`src/rtl/mole_tracker.sv`:
```
// Whack-a-mole tracker: lights requested LEDs for a level-dependent lifetime,
// scores hits against button edges and ends the game after too many misses.
//
// state | meaning
// IDLE  | after reset, waiting for start; requests and buttons ignored
// PLAY  | game running; LEDs light, expire and get hit
// OVER  | miss limit reached; LEDs dark, waiting for start
module mole_tracker #(
  parameter int LED_COUNT   = 18,
  parameter int TICK_CYCLES = 5_000_000,
  parameter int LIFE0       = 30,
  parameter int LIFE1       = 15,
  parameter int LIFE2       = 8,
  parameter int MAX_MISSES  = 10
) (
  input  logic                         clk_i,
  input  logic                         rst_ni,
  input  logic                         start_i,
  input  logic [1:0]                   level_i,
  input  logic                         led_request_i,
  input  logic [$clog2(LED_COUNT)-1:0] led_index_i,
  input  logic [LED_COUNT-1:0]         btn_i,
  output logic [LED_COUNT-1:0]         leds_o,
  output logic                         hit_pulse_o,
  output logic                         miss_pulse_o,
  output logic [15:0]                  score_o,
  output logic [7:0]                   misses_o,
  output logic                         game_over_o
);

  localparam int PW = (TICK_CYCLES > 1) ? $clog2(TICK_CYCLES) : 1;
  localparam int CW = 8;

  typedef enum logic [1:0] {IDLE, PLAY, OVER} state_t;

  state_t                state_q;
  logic [PW-1:0]         presc_q;
  logic [LED_COUNT-1:0]  leds_q, leds_d, btn_q;
  logic [CW-1:0]         cnt_q [LED_COUNT];
  logic [CW-1:0]         cnt_d [LED_COUNT];
  logic [15:0]           score_q, score_d;
  logic [7:0]            misses_q, misses_d;
  logic                  hit_pulse_q, miss_pulse_q, game_over_q;

  logic                  play, tick, req_ok;
  logic [CW-1:0]         life_sel;
  logic [LED_COUNT-1:0]  edge_v, hit_v, wrong_v, expire_v, req_v;
  logic [7:0]            n_hit, n_miss;
  logic [16:0]           score_sum;
  logic [8:0]            miss_sum;

  always_comb begin
    play   = (state_q == PLAY);
    tick   = play && (presc_q == PW'(TICK_CYCLES - 1));
    req_ok = play && led_request_i && (32'(led_index_i) < LED_COUNT);
    case (level_i)
      2'b01:   life_sel = CW'(LIFE1);
      2'b10:   life_sel = CW'(LIFE2);
      default: life_sel = CW'(LIFE0);
    endcase
    // Edges are judged against the LED state before any same-cycle request.
    edge_v  = btn_i & ~btn_q & {LED_COUNT{play}};
    hit_v   = edge_v & leds_q;
    wrong_v = edge_v & ~leds_q;
    leds_d  = leds_q;
    for (int i = 0; i < LED_COUNT; i++) begin
      expire_v[i] = tick && leds_q[i] && (cnt_q[i] == CW'(1)) && !hit_v[i];
      req_v[i]    = req_ok && (32'(led_index_i) == i) && !leds_q[i];
      cnt_d[i]    = cnt_q[i];
      if (hit_v[i] || expire_v[i]) begin
        leds_d[i] = 1'b0;
        cnt_d[i]  = '0;
      end else if (req_v[i]) begin
        leds_d[i] = 1'b1;
        cnt_d[i]  = life_sel;
      end else if (tick && leds_q[i]) begin
        cnt_d[i] = cnt_q[i] - CW'(1);
      end
    end
    n_hit     = 8'($countones(hit_v));
    n_miss    = 8'($countones(expire_v)) + 8'($countones(wrong_v));
    score_sum = {1'b0, score_q} + 17'(n_hit);
    score_d   = score_sum[16] ? 16'hFFFF : score_sum[15:0];
    miss_sum  = {1'b0, misses_q} + {1'b0, n_miss};
    misses_d  = (miss_sum >= 9'(MAX_MISSES)) ? 8'(MAX_MISSES) : miss_sum[7:0];
  end

  always_ff @(posedge clk_i or negedge rst_ni) begin
    if (!rst_ni) begin
      state_q      <= IDLE;
      presc_q      <= '0;
      leds_q       <= '0;
      btn_q        <= '0;
      score_q      <= '0;
      misses_q     <= '0;
      hit_pulse_q  <= 1'b0;
      miss_pulse_q <= 1'b0;
      game_over_q  <= 1'b0;
      for (int i = 0; i < LED_COUNT; i++) cnt_q[i] <= '0;
    end else begin
      btn_q        <= btn_i;
      hit_pulse_q  <= 1'b0;
      miss_pulse_q <= 1'b0;
      case (state_q)
        PLAY: begin
          presc_q      <= tick ? '0 : presc_q + PW'(1);
          leds_q       <= leds_d;
          score_q      <= score_d;
          misses_q     <= misses_d;
          hit_pulse_q  <= |hit_v;
          miss_pulse_q <= |expire_v || |wrong_v;
          for (int i = 0; i < LED_COUNT; i++) cnt_q[i] <= cnt_d[i];
          if (misses_q == 8'(MAX_MISSES)) begin
            state_q     <= OVER;
            game_over_q <= 1'b1;
            presc_q     <= '0;
            leds_q      <= '0;
            for (int i = 0; i < LED_COUNT; i++) cnt_q[i] <= '0;
          end
        end
        default: begin
          presc_q <= '0;
          if (start_i) begin
            state_q     <= PLAY;
            game_over_q <= 1'b0;
            score_q     <= '0;
            misses_q    <= '0;
            leds_q      <= '0;
            for (int i = 0; i < LED_COUNT; i++) cnt_q[i] <= '0;
          end
        end
      endcase
    end
  end

  assign leds_o       = leds_q;
  assign hit_pulse_o  = hit_pulse_q;
  assign miss_pulse_o = miss_pulse_q;
  assign score_o      = score_q;
  assign misses_o     = misses_q;
  assign game_over_o  = game_over_q;

endmodule

```
`config.mk`:
```
export PLATFORM = sky130hd
export DESIGN_NAME = mole_tracker
export DESIGN_NICKNAME = d
export VERILOG_FILES = /design/src/rtl/mole_tracker.sv
export SDC_FILE = /design/constraint.sdc
export NUM_CORES = 1
export LEC_CHECK = 0
export CORE_AREA = 5 5 167 169
export DETAILED_ROUTE_END_ITERATION = 10
export DIE_AREA = 0 0 172 174
export MAX_ROUTING_LAYER = met4
export PLACE_DENSITY = 0.8
export SLEW_MARGIN = 20
export SYNTH_ARGS = -nofsm -noshare
export SYNTH_HDL_FRONTEND = slang
export SYNTH_SLANG_ARGS = --single-unit
```
`constraint.sdc`:
```
create_clock -name clk_i -period 6.8 [get_ports clk_i]
set_input_delay 1.36 -clock clk_i [delete_from_list [all_inputs] [get_ports clk_i]]
set_output_delay 1.36 -clock clk_i [all_outputs]
set_load 0.02 [all_outputs]
```
# After elaboration in Yosys (flattened, before gate mapping)
# Cells that the tools add are included.
[op_classes] n_shift=0 bitwise_logic=6 eq_ne=77 n_reduce_logical=190 addsub=73 multipliers=0 n_mux=114 order_cmp=2 n_div=0
[ops] op="$mux 8" count=57
[ops] op="$mux 144" count=3
[ops] op="$eq 8x1->1 const B" count=18
[ops] op="$sub 8x1->8 const B" count=18
[ops] op="$logic_and 1x1->1" count=93
[ops] op="$ne 5x1->1 const B" count=18
[ops] op="$reduce_and 2->1" count=37
[ops] op="$and 18x18->18" count=4
[ops] op="$ne 4x1->1 const B" count=18
[ops] op="$mux 23" count=3
[ops] op="$add 1x1->2" count=27
[ops] op="$mux 18" count=3
[ops] op="$reduce_or 18->1" count=3
[ops] op="$mux 16" count=3
[ops] op="$mux 1" count=41
[ops] op="$eq 5x4->1 const B" count=8
[ops] op="$add 2x2->3" count=12
[ops] op="$logic_not 1->1" count=36
[ops] op="$not 18->18" count=2
[ops] op="$add 3x3->4" count=6
[ops] op="$add 23x1->23 const B" count=1
[ops] op="$eq 23x23->1 const B" count=1
[ops] op="$eq 5x3->1 const B" count=4
[ops] op="$logic_or 1x1->1" count=19
[ops] op="18 further kinds" count=27
[totals] inputBits=29 memories=0 latch_bits=0 elab_cells=506 rom_bits=0 register_bits=232 ramBits=0 output_inout_bits=45

# Depth between registers and ports, before layout
[logic_depth] word_depth=16 mapped_depth=26

# Worst setup path after synthesis
# OpenSTA, ideal clock, no wires.
[synth_path] path_type="input-to-reg" from="input port btn_i[6]" to="register misses_q[2] (netlist: misses_o[2])" slack_ns=0.290 t_arrival_ns=6.389 path_stages=18 setup_time_ns=0.121 cell_sequence="and4bb_2 nor4_1 fa_1 inv_1 fa_1 inv_1 fa_1 inv_1 fa_1 fa_1 inv_1 fa_1 fa_1 inv_1 fa_1 nor2b_1 o211a_1 a22o_1"
[synth_between] elab_chain_len=15 elab_cells_between_ends=21 cone_classes="add/sub: 12; order compare: 1; mux: 2; bitwise: 4; reduce/logical: 2"
[synth_rtl] element="start: declaration" line="22" rtl="input logic [LED_COUNT-1:0] btn_i,"
[synth_rtl] element="$and 18x18->18 (*) (2 in series)" line="62" rtl="edge_v = btn_i & ~btn_q & {LED_COUNT{play}};"
[synth_rtl] element="$and 18x18->18" line="63" rtl="hit_v = edge_v & leds_q;"
[synth_rtl] element="$logic_not 1->1" line="67" rtl="expire_v[i] = tick && leds_q[i] && (cnt_q[i] == CW'(1)) && !hit_v[i];"
[synth_rtl] element="$logic_and 1x1->1" line="67"
[synth_rtl] element="$add 1x1->2 (not written as such)" line="81" rtl="n_miss = 8'($countones(expire_v)) + 8'($countones(wrong_v));"
[synth_rtl] element="$add 2x2->3 (not written as such)" line="81"
[synth_rtl] element="$add 3x3->4 (not written as such)" line="81"
[synth_rtl] element="$add 4x4->5 (not written as such)" line="81"
[synth_rtl] element="$add 5x2->6 (not written as such)" line="81"
[synth_rtl] element="$add 6x6->7 (*)" line="81"
[synth_rtl] element="$add 8x7->9 (*)" line="84" rtl="miss_sum = {1'b0, misses_q} + {1'b0, n_miss};"
[synth_rtl] element="$ge 9x4->1" line="85" rtl="misses_d = (miss_sum >= 9'(MAX_MISSES)) ? 8'(MAX_MISSES) : miss_sum[7:0];"
[synth_rtl] element="$mux 8 (*)" line="85"
[synth_rtl] element="$mux 8 (*)" line="104" rtl="case (state_q)"
[synth_rtl] element="end signal: assignment" line="109" rtl="misses_q <= misses_d;"
[synth_rtl] element="end: declaration" line="42" rtl="logic [7:0] misses_q, misses_d;"
# Every way passes the cells marked *; elsewhere a longest branch is shown, timed or not.
# A chain may end at the register's enable or synchronous reset.

# Final worst setup path
[layout_path] from="input port btn_i[10]" to="register misses_q[0] (netlist: misses_o[0])"
# Same word-level chain as after synthesis.

==> qor.yml <==
status: "complete, no violations"
p_leak_nw: 8.037
clkPwrFrac: 0.182
grt_pass1_vias: 14760
synth-edff-count: 0
regToRegEndpoint: "misses_o[0]$_DFFE_PN0P_"
drc_errors: 0
yosysSeqAreaShare: 0.3634
holdPathEnd: "cnt_q[95]$_DFFE_PN0P_"
worstPathArrival_ns: 7.10
vias_per_cell: 6.679
cts_buffer_depth: 3
seq_power_share: 0.258
skew_ns: 0.01204
cp.required_ns: 7.28
grt_overflow: 0
fin_nets: 2070
crit_path_max_incr_delay_ns: 0.60
die_h_um: 174
wire_per_inst_um: 21.44
clkLatencyLatePin_ns: 0.54
io-pin-count: 74
vias: 15300
min_period_ns: 6.616
synth_common_cells: "dfrtp_1 (231), nor2_1 (190), nand2_1 (130)"
drive_above_1_share: 0.1011
cp_cell_sequence: "clkdlybuf4s50_1 > nand4bb_1 > nand4_1 > fa_1 > fa_1 > fa_1 > fa_1 > fa_1 > inv_1 > fa_1 > fa_2 > a21o_1 > a21oi_1 > o2111ai_1 > a21oi_2 > o211a_1 > a22o_1"
antenna_left: 0
drt-initial-drc-count: 1729
min_from: "cnt_q[95]$_DFFE_PN0P_"
regArea_um2: 5782
min_path_cells: 1
ys_async_sr_fraction: 1.000
period_share: 0.9730
power_density_nw_per_um2: 417.8
worstRegToRegCells: 22
worstMarginPinSlew_ns: 1.075
antenna_cells: 0
combinationalPowerShare: 0.560
antenna_found_initial: 1
holdWs_ns: 0.4629
synth_cell_types: 92
cts_tree: "yes"
p_int_mw: 4.228
grt_first_pass_wirelength_um: 79090
cts.sinks: 231
fmax_mhz: 151.1
crit_fanout: 4
hpwlAfterDp_um: 35720
endpoint_kind: "flop"
hp-class: "reg2reg"
synth_fp_nets: 1960
multi_input_area_um2: 9438
synth_top_area_frac: 0.3634
drv_slew: 0
crit_top_cell: "fa_1"
yosys_warnings: 0
synth_top_area_cell: "dfrtp_1"
synth.cell_area_um2: 15910
dieWidth_um: 172
wirelength_um: 49090
row_count: 60
post-place-cells: 2240
htreeDepth: 1
r2r_slack_ns: 0.24
cp-start-kind: "primary input"
reg2reg_from: "presc_q[10]$_DFF_PN0_"
post-route-util: 0.6943
start_util: 0.6019
post_synth.cell_area_avg_um2: 8.739
cp_slowest_cell: "fa_1"
path_clk_slew_ns: 0.06
crit_type: "in2reg"
ys_top_cells_by_area: "dfrtp_1 (36%), fa_1 (5.4%), ha_1 (5.3%), nor2_1 (4.5%), nand2_1 (3.1%)"
drtPass1Iterations: 7
syn_inst: 1820
track_usage: 0.3357
layout_setup_ws_ns: 0.1839
postCtsHoldBufs: 0
maxCapViolations: 0
netSwitchingPower_mw: 3.438
numCtsBuffers: 27
cts-root-buf: "clkbuf_16"
synth_ff_type: "dfrtp_1"
fin_cells: 2290
slew_headroom: 0.2772
hold_viol_final: 0
setup_viol: 0
yosysMostFrequentCell: "dfrtp_1"
fillers: 2130
dieArea_um2: 29930
ys_seq_elements: 231
tns_ns: 0
ir_drop_uv: 312.4
dpl_worst_slack_ns: -0.4639
area_growth_pct: 15.36
grt_max_degree: 120
p_sw_frac: 0.4484
place.gp.congestion: 1.011
portBuffers: 73
core-area_um2: 26430
per-layer routing:
layer  track usage  vias to the layer above  share of wire
met2        0.5202                      728           0.46
met5             -                        -              0
met4        0.1019                        0          0.038
met3       0.04549                      147          0.084
li1              -                     6931              -
met1        0.4626                     7490           0.41
cells in the final DEF (no fill, tap or decap), drive strengths merged, types with 27 or more instances in the layout:
cell and instances:
nand3 55, clkbuf 42, nand4 29, buf 83, nand2b 27, dfrtp 231, nor4 51, fa 43
clkdlybuf4s50 70, a31oi 46, nor2 190, inv 126, or3 39, nor3 95, o21ai 143, nand2 131
ha 68, o31ai 28, a21oi 79
cell families (layout without fill, tap and decap cells):
logic type | after synthesis | after routing | share of synthesized area
mux | 5 | 5 | 0.003304
fa+ha+maj | 111 | 111 | 0.1076
simple gates | 791 | 791 | 0.2734
buf+inv | 200 | 329 | 0.05003
flops | 231 | 231 | 0.3634
xor+xnor | 26 | 26 | 0.01432
compound gates | 456 | 456 | 0.1879
registers in the layout (all words and copies together) (netlist names):
name	count
hit_pulse_o	1
cnt_q	144
leds_o	18
btn_q	18
miss_pulse_o	1
misses_o	8
state_q	2
score_o	16
presc_q	23
area by class of cell:
class                   instances  area share
clock inverters                 6    0.001909
inverters                     126     0.02578
well taps                     341     0.02325
multi-input cells            1389      0.5144
flip-flops and latches        231      0.3151
clock buffers                  42     0.04426
repair buffers                155     0.07529
power groups by stage:
stage	Combinational (mW)	Sequential, mW	Clock, mW
finish	4.29	1.98	1.39
global placement	4.01	1.97	0
floorplan	3.00	1.94	0
CTS	4.17	1.97	1.41
detailed placement	4.15	1.98	0
global route	4.77	2.01	1.47
repair_timing:
action                                  4_1_cts  5_1_grt
endpoints found under the setup margin        0       12
buffers inserted                              0        2
gates resized for setup                       0       23
critical path, delay by kind of cell:
kind            cells  cell delay (ns)
compound gates      6             1.15
fa+ha+maj           7             3.45
buf+inv             2             0.60
simple gates        2             0.51
through the flow:
step	instance area, um^2	total power, mW
4_1_cts	18230	7.544
6_report	18350	7.666
2_1_floorplan	15910	4.947
5_1_grt	18350	8.254
3_3_place_gp	17380	5.981
3_5_place_dp	17380	6.133
worst max path at each step:
stage | from | end | slack [ns] | cells after the start
after floorplan | btn_i[6] | misses_o[2]$_DFFE_PN0P_ | 0.29 | 18
after global placement | btn_i[2] | misses_o[2]$_DFFE_PN0P_ | -0.43 | 19
after detailed placement | btn_i[6] | misses_o[0]$_DFFE_PN0P_ | -0.46 | 23
after CTS | btn_i[2] | misses_o[0]$_DFFE_PN0P_ | 0.06 | 21
after global routing | presc_q[6]$_DFF_PN0_ | misses_o[1]$_DFFE_PN0P_ | -0.04 | 23
final | btn_i[10] | misses_o[0]$_DFFE_PN0P_ | 0.18 | 17
Note: power is estimated with default switching activity, not from simulation.
==> RTL edit 1, RTL diff (same settings) <==
Change the parameter `TICK_CYCLES` from 5_000_000 to 2_500_000.
--- a/src/rtl/mole_tracker.sv
+++ b/src/rtl/mole_tracker.sv
@@ -9,3 +9,3 @@
   parameter int LED_COUNT   = 18,
-  parameter int TICK_CYCLES = 5_000_000,
+  parameter int TICK_CYCLES = 2_500_000,
   parameter int LIFE0       = 30,
Check against the original RTL: same outputs for any inputs over 4 cycles, from zero or initial values and one cycle with rst_ni low; that may be too few to reach the edited logic, so the function may still have changed.
==> RTL edit 1 against the original RTL <==
Routed wire length shrank 1.2%. Area after synthesis shrank 0.82%. Critical path depth grew 4. Largest cell class unchanged. Final area shrank 1.7%. Hold slack gained 0.015 ns. Sequential cell count shrank 1. Highest routed layer unchanged. Setup slack lost 0.060 ns. Total power shrank 7.4%.
==> RTL edit 1: results (changes against the original RTL) <==
[placement]
place_ws_ns = -0.644  ; -0.180 ns
gp_congestion = 1.00  ; -0.75%
dp.cells = 2181  ; -2.6%
place_hpwl_um = 34000  ; -4.9%

[cells_and_area]
finalNetCount = 2011  ; -2.9%
drive_gt1_share_pct = 8.58  ; -1.5 points
top_regs = cnt_q (144), presc_q (22)

[synthesis]
yosys.cell_types.count = 83  ; -9.8%
yosysSeqAreaShare_pct = 36.5  ; +0.14 points
synth_commonest_cells = dfrtp_1, nor2_1, a21oi_1, inv_1, nand2_1
syn-num-nets = 1917  ; -2.2%

[drt]
drt_iter0_drc = 1484  ; -14%
dr.pass1.iters = 6  ; -1
drt-total-wl_um = 48500  ; -1.2%
avgRoutedWirePerCell_um = 21.8  ; +1.5%
viasPerCell = 6.69  ; +0.17%

[run_status]
status = complete, no violations

[power_and_ir_drop]
p_leak_uw = 0.00801  ; -0.34%

[sta]
finClkSkew_ns = 0.0106  ; -0.00144 ns
relSlewSlack_pct = 35.7  ; +8.0 points
fin_crit_sh_pct = 98.2  ; +0.89 points

[setup_path]
max_stage_delay_ns = 0.56  ; -0.04 ns
crit_path_end = misses_o[1]
r2r_setup_slack_ns = 0.32  ; +0.08 ns

[global_routing]
grtUsageTotal_pct = 33.3  ; -0.27 points
grt_pass1_vias = 14600  ; -1.3%

-- RTL edit 1: final cells by class --
cell class                 instances  area (µm²)
clock buffer                      39         791
tap                              341         427
fill                            2149        8390
timing repair buffer             140        1250
sequential                       230        5760
inverter                         125         469
clock inverter                     7        88.8
multi-input combinational       1347        9250
-- RTL edit 1: worst min path at each step --
stage / from / endpoint / depth (start not counted)
final: cnt_q[70] / cnt_q[70] / 1
after global routing: cnt_q[142] / cnt_q[142] / 1
after CTS: cnt_q[70] / cnt_q[70] / 1
after detailed placement: cnt_q[70] / cnt_q[70] / 1
after global placement: cnt_q[30] / cnt_q[30] / 1
after floorplan: cnt_q[30] / cnt_q[30] / 1
-- RTL edit 1: metrics by stage --
| step | power (µW) | setup TNS (ns) | hold slack [ns] | instance area, µm² |
|---|---|---|---|---|
| 5_1_grt | 7620 | -0.0279 | 0.506 | 18000 |
| 6_report | 7100 | 0 | 0.478 | 18000 |
| 3_5_place_dp | 5480 | -5.89 | 0.471 | 17100 |
| 4_1_cts | 7020 | 0 | 0.479 | 18000 |
| 2_1_floorplan | 4450 | 0 | 0.443 | 15800 |
| 3_3_place_gp | 5350 | -3.47 | 0.458 | 17100 |
-- RTL edit 1: per-layer routing --
metal	routed length, µm	part of all wire (%)	up-vias	track usage, %
li1	-	-	6731	-
met1	19700	41	7221	45.7
met2	22200	46	806	50.9
met3	4410	9.1	156	4.41
met4	2110	4.4	0	12.0
met5	0	0	-	-
-- RTL edit 1: power by group --
part           switching, µW  total, µW  internal (µW)  leakage (µW)
Sequential               271       1910           1630       0.00307
Clock                    590       1470            875      0.000437
Combinational           2240       3730           1480       0.00450
Total                   3110       7100           3990       0.00801
-- RTL edit 1: timing repair --
item,4_1_cts,5_1_grt
pin swaps,1,5
buffers inserted,1,1
endpoints found under the setup margin,4,5
hold buffers,0,0
cloned,0,0
resized for setup,2,8
-- RTL edit 1: cells by family after synthesis --
group	after synthesis	share of synthesized area (%)
and+or+nand+nor	731	26.0
DFF	230	36.5
muxes	27	1.74
AOI/OAI and AO/OA	439	17.6
xor gates and xnor gates	39	2.17
buffers and inverters	200	5.21
adders and majority gates	111	10.9
-- RTL edit 1: worst reg2reg max path, cell delays in order (launching register included) --
cell and delay (ns):
dfrtp_1 0.44, nor4b_4 0.37, nand4_1 0.23, nor2_1 0.21
nand2_1 0.10, or4_4 0.52, fa_1 0.49, fa_1 0.52
inv_1 0.05, fa_1 0.48, inv_1 0.06, fa_1 0.51
fa_1 0.56, inv_1 0.06, fa_1 0.52, fa_2 0.20
inv_1 0.05, fa_2 0.35, nor2b_2 0.15, nand4_1 0.12
a21oi_2 0.20, buf_4 0.14, a21oi_1 0.05
==> RTL edit 2, RTL diff (same settings) <==
Without the edit above. Put one more register stage on the output `score_o`, with the module's reset. The value now appears one clock later. The other outputs are not delayed to match.
--- a/src/rtl/mole_tracker.sv
+++ b/src/rtl/mole_tracker.sv
@@ -138,3 +138,9 @@
   assign miss_pulse_o = miss_pulse_q;
-  assign score_o      = score_q;
+  always_ff @(posedge clk_i or negedge rst_ni) begin
+    if (!rst_ni) begin
+      score_o <= '0;
+    end else begin
+      score_o <= score_q;
+    end
+  end
   assign misses_o     = misses_q;
Function: changed (a bounded check fails within 4 cycles, from zero or initial values and one cycle with rst_ni low).
==> RTL edit 2 against the original RTL <==
Critical path depth rose by 5. Sequential cell count rose by 16. Routed wire length grew 2.7%. Total power up 6.3%. Area after synthesis up 3.1%. Sequential power grew 4%. Cell count grew 1.4%. Fmax shrank 1.8%. Non-clock buffer count up 7. Final area rose by 3.9%. Sequential share of layout area up 0.91 points. Setup slack worse by 0.12 ns. Combinational power grew 2%. Critical path type is now reg2reg. Largest cell class unchanged.
==> RTL edit 2: results (changes against the original RTL) <==
[placement]
gp_congestion = 1.01  ; -0.17%
port-buffer-count = 73  ; unchanged
placed_area_um2 = 17900  ; +2.7%
place_hpwl_um = 35600  ; -0.30%

[hold_path]
hold_class = reg2reg

[sta]
finClkSkew_ns = 0.00856  ; -0.00348 ns
drv_slew = 0  ; unchanged
worst_pin_slew_ns = 1.10  ; +0.0259 ns

[clocking]
worstSkewPairLatency_ns = 0.56  ; +0.02 ns
cts.clk_slew.worst_paths_ns = 0.07
cts_buffer_depth = 3  ; unchanged
cts_buffers = 28  ; +3.7%
cts_max_level = 1  ; unchanged
clockRootBuffer = clkbuf_16

[setup_path]
max_stage_delay_ns = 0.63  ; +0.03 ns
crit_slowest_cell = or4_4
path_delay_family = adder cells
worstPathArrival_ns = 7.19  ; +0.09 ns
cp_max_fo = 5  ; +1

[global_routing]
grt_pass1_vias = 15100  ; +2.1%
grt_pass1_wl_um = 80200  ; +1.4%
grtUsageTotal_pct = 33.9  ; +0.35 points
antenna_found_initial = 0  ; -1
grt_max_degree = 99  ; -18%

[drt]
avgRoutedWirePerCell_um = 21.7  ; +1.3%
drt_iter0_drc = 1892  ; +9.4%
dr.pass1.iters = 9  ; +2
vias = 15600  ; +2.3%

[cells_and_area]
finalNetCount = 2105  ; +1.7%
fill_cells = 2015  ; -5.4%
stdcell_count = 2321  ; +1.4%
top_regs = cnt_q (144), presc_q (23)
antennaDiodeCount = 0  ; unchanged
drive_gt1_share_pct = 10.7  ; +0.60 points

[synthesis]
syn-num-nets = 1991  ; +1.6%
synth_top_area_share_pct = 37.7  ; +1.4 points
synthArstFlopShare_pct = 100  ; unchanged
synth_cells = 1851  ; +1.7%
synth_commonest_cells = dfrtp_1, nor2_1, inv_1
yosys.cell_types.count = 91  ; -1.1%
yosysSeqAreaShare_pct = 37.7  ; +1.4 points
synth.area.top_cells = dfrtp_1, fa_1, ha_1, nor2_1, o21ai_0
synth_warnings = 0  ; unchanged

[power_and_ir_drop]
p_leak_uw = 0.00850  ; +5.8%
peakVddDrop_v = 0.000317  ; +1.6%

[run_status]
status = complete, no violations

-- RTL edit 2: cell count changes after synthesis, sizes merged, moves of 7 or more --
cell    before  now
nor2       190  169
nor3        95  107
nand3       55   66
nor2b       16    6
inv        126  140
nand4       29   38
nand2      131  139
dfrtp      231  247
clkbuf      53   63
o21ai      143  126
o31ai       28   36
mux2i        3   10
-- RTL edit 2: stage by stage --
stage | TNS, ns | setup WS, ns | total power (µW)
floorplan | 0 | 0.0329 | 4900
global placement | -3.08 | -0.299 | 5950
detailed placement | -4.82 | -0.348 | 6100
CTS | 0 | 0.0120 | 7850
global route | -0.179 | -0.0861 | 8710
finish | 0 | 0.0622 | 8150
-- RTL edit 2: layer usage --
metal,track usage (%),up-vias,share of wire [%]
met4,10.7,0,4.2
met1,46.1,7649,40
li1,-,7010,-
met2,52.2,807,46
met5,-,-,0
met3,5.96,183,9.6
-- RTL edit 2: worst paths after layout --
check,from,end,slack [ns],cells after the start
worst max register to register,presc_q[12],misses_o[0],0.06,22
worst min register to register,score_q[2],score_o[2],0.43,0
max in group asynchronous,rst_ni,cnt_q[85],4.50,2
worst max-delay path,presc_q[12],misses_o[0],0.06,22
min in group asynchronous,rst_ni,cnt_q[19],0.81,1
worst min-delay path,score_q[2],score_o[2],0.43,0
-- RTL edit 2: report_power, final --
| group | switching (µW) | internal, µW | total (µW) |
|---|---|---|---|
| clock network | 626 | 1070 | 1700 |
| registers | 299 | 1760 | 2060 |
| logic | 2590 | 1800 | 4380 |
| total | 3510 | 4630 | 8150 |
-- RTL edit 2: cells by family after synthesis --
logic type / share of synthesized area [%]
AND/OR/NAND/NOR: 26.8
AO/OA/AOI/OAI: 17.3
flip-flops: 37.7
buffers and inverters: 5.11
adder cells (fa/ha/maj): 10.4
XOR/XNOR: 1.50
multiplexers: 1.16
-- RTL edit 2: layout make-up --
type | instances | area [µm²] | share of cell area [%]
Clock inverter | 10 | 229 | 1.20
Clock buffer | 35 | 788 | 4.14
Inverter | 140 | 526 | 2.76
Timing Repair Buffer | 162 | 1420 | 7.44
Tap cell | 341 | 427 | 2.24
Sequential cell | 247 | 6180 | 32.4
Multi-Input combinational cell | 1386 | 9490 | 49.8
-- RTL edit 2: what timing repair did --
| item | CTS | global route |
|---|---|---|
| hold buffers | 0 | 0 |
| endpoints found under the setup margin | 4 | 5 |
| pin swaps | 0 | 21 |
| setup buffers | 0 | 9 |
| gates cloned | 0 | 1 |
| gates resized for setup | 2 | 25 |
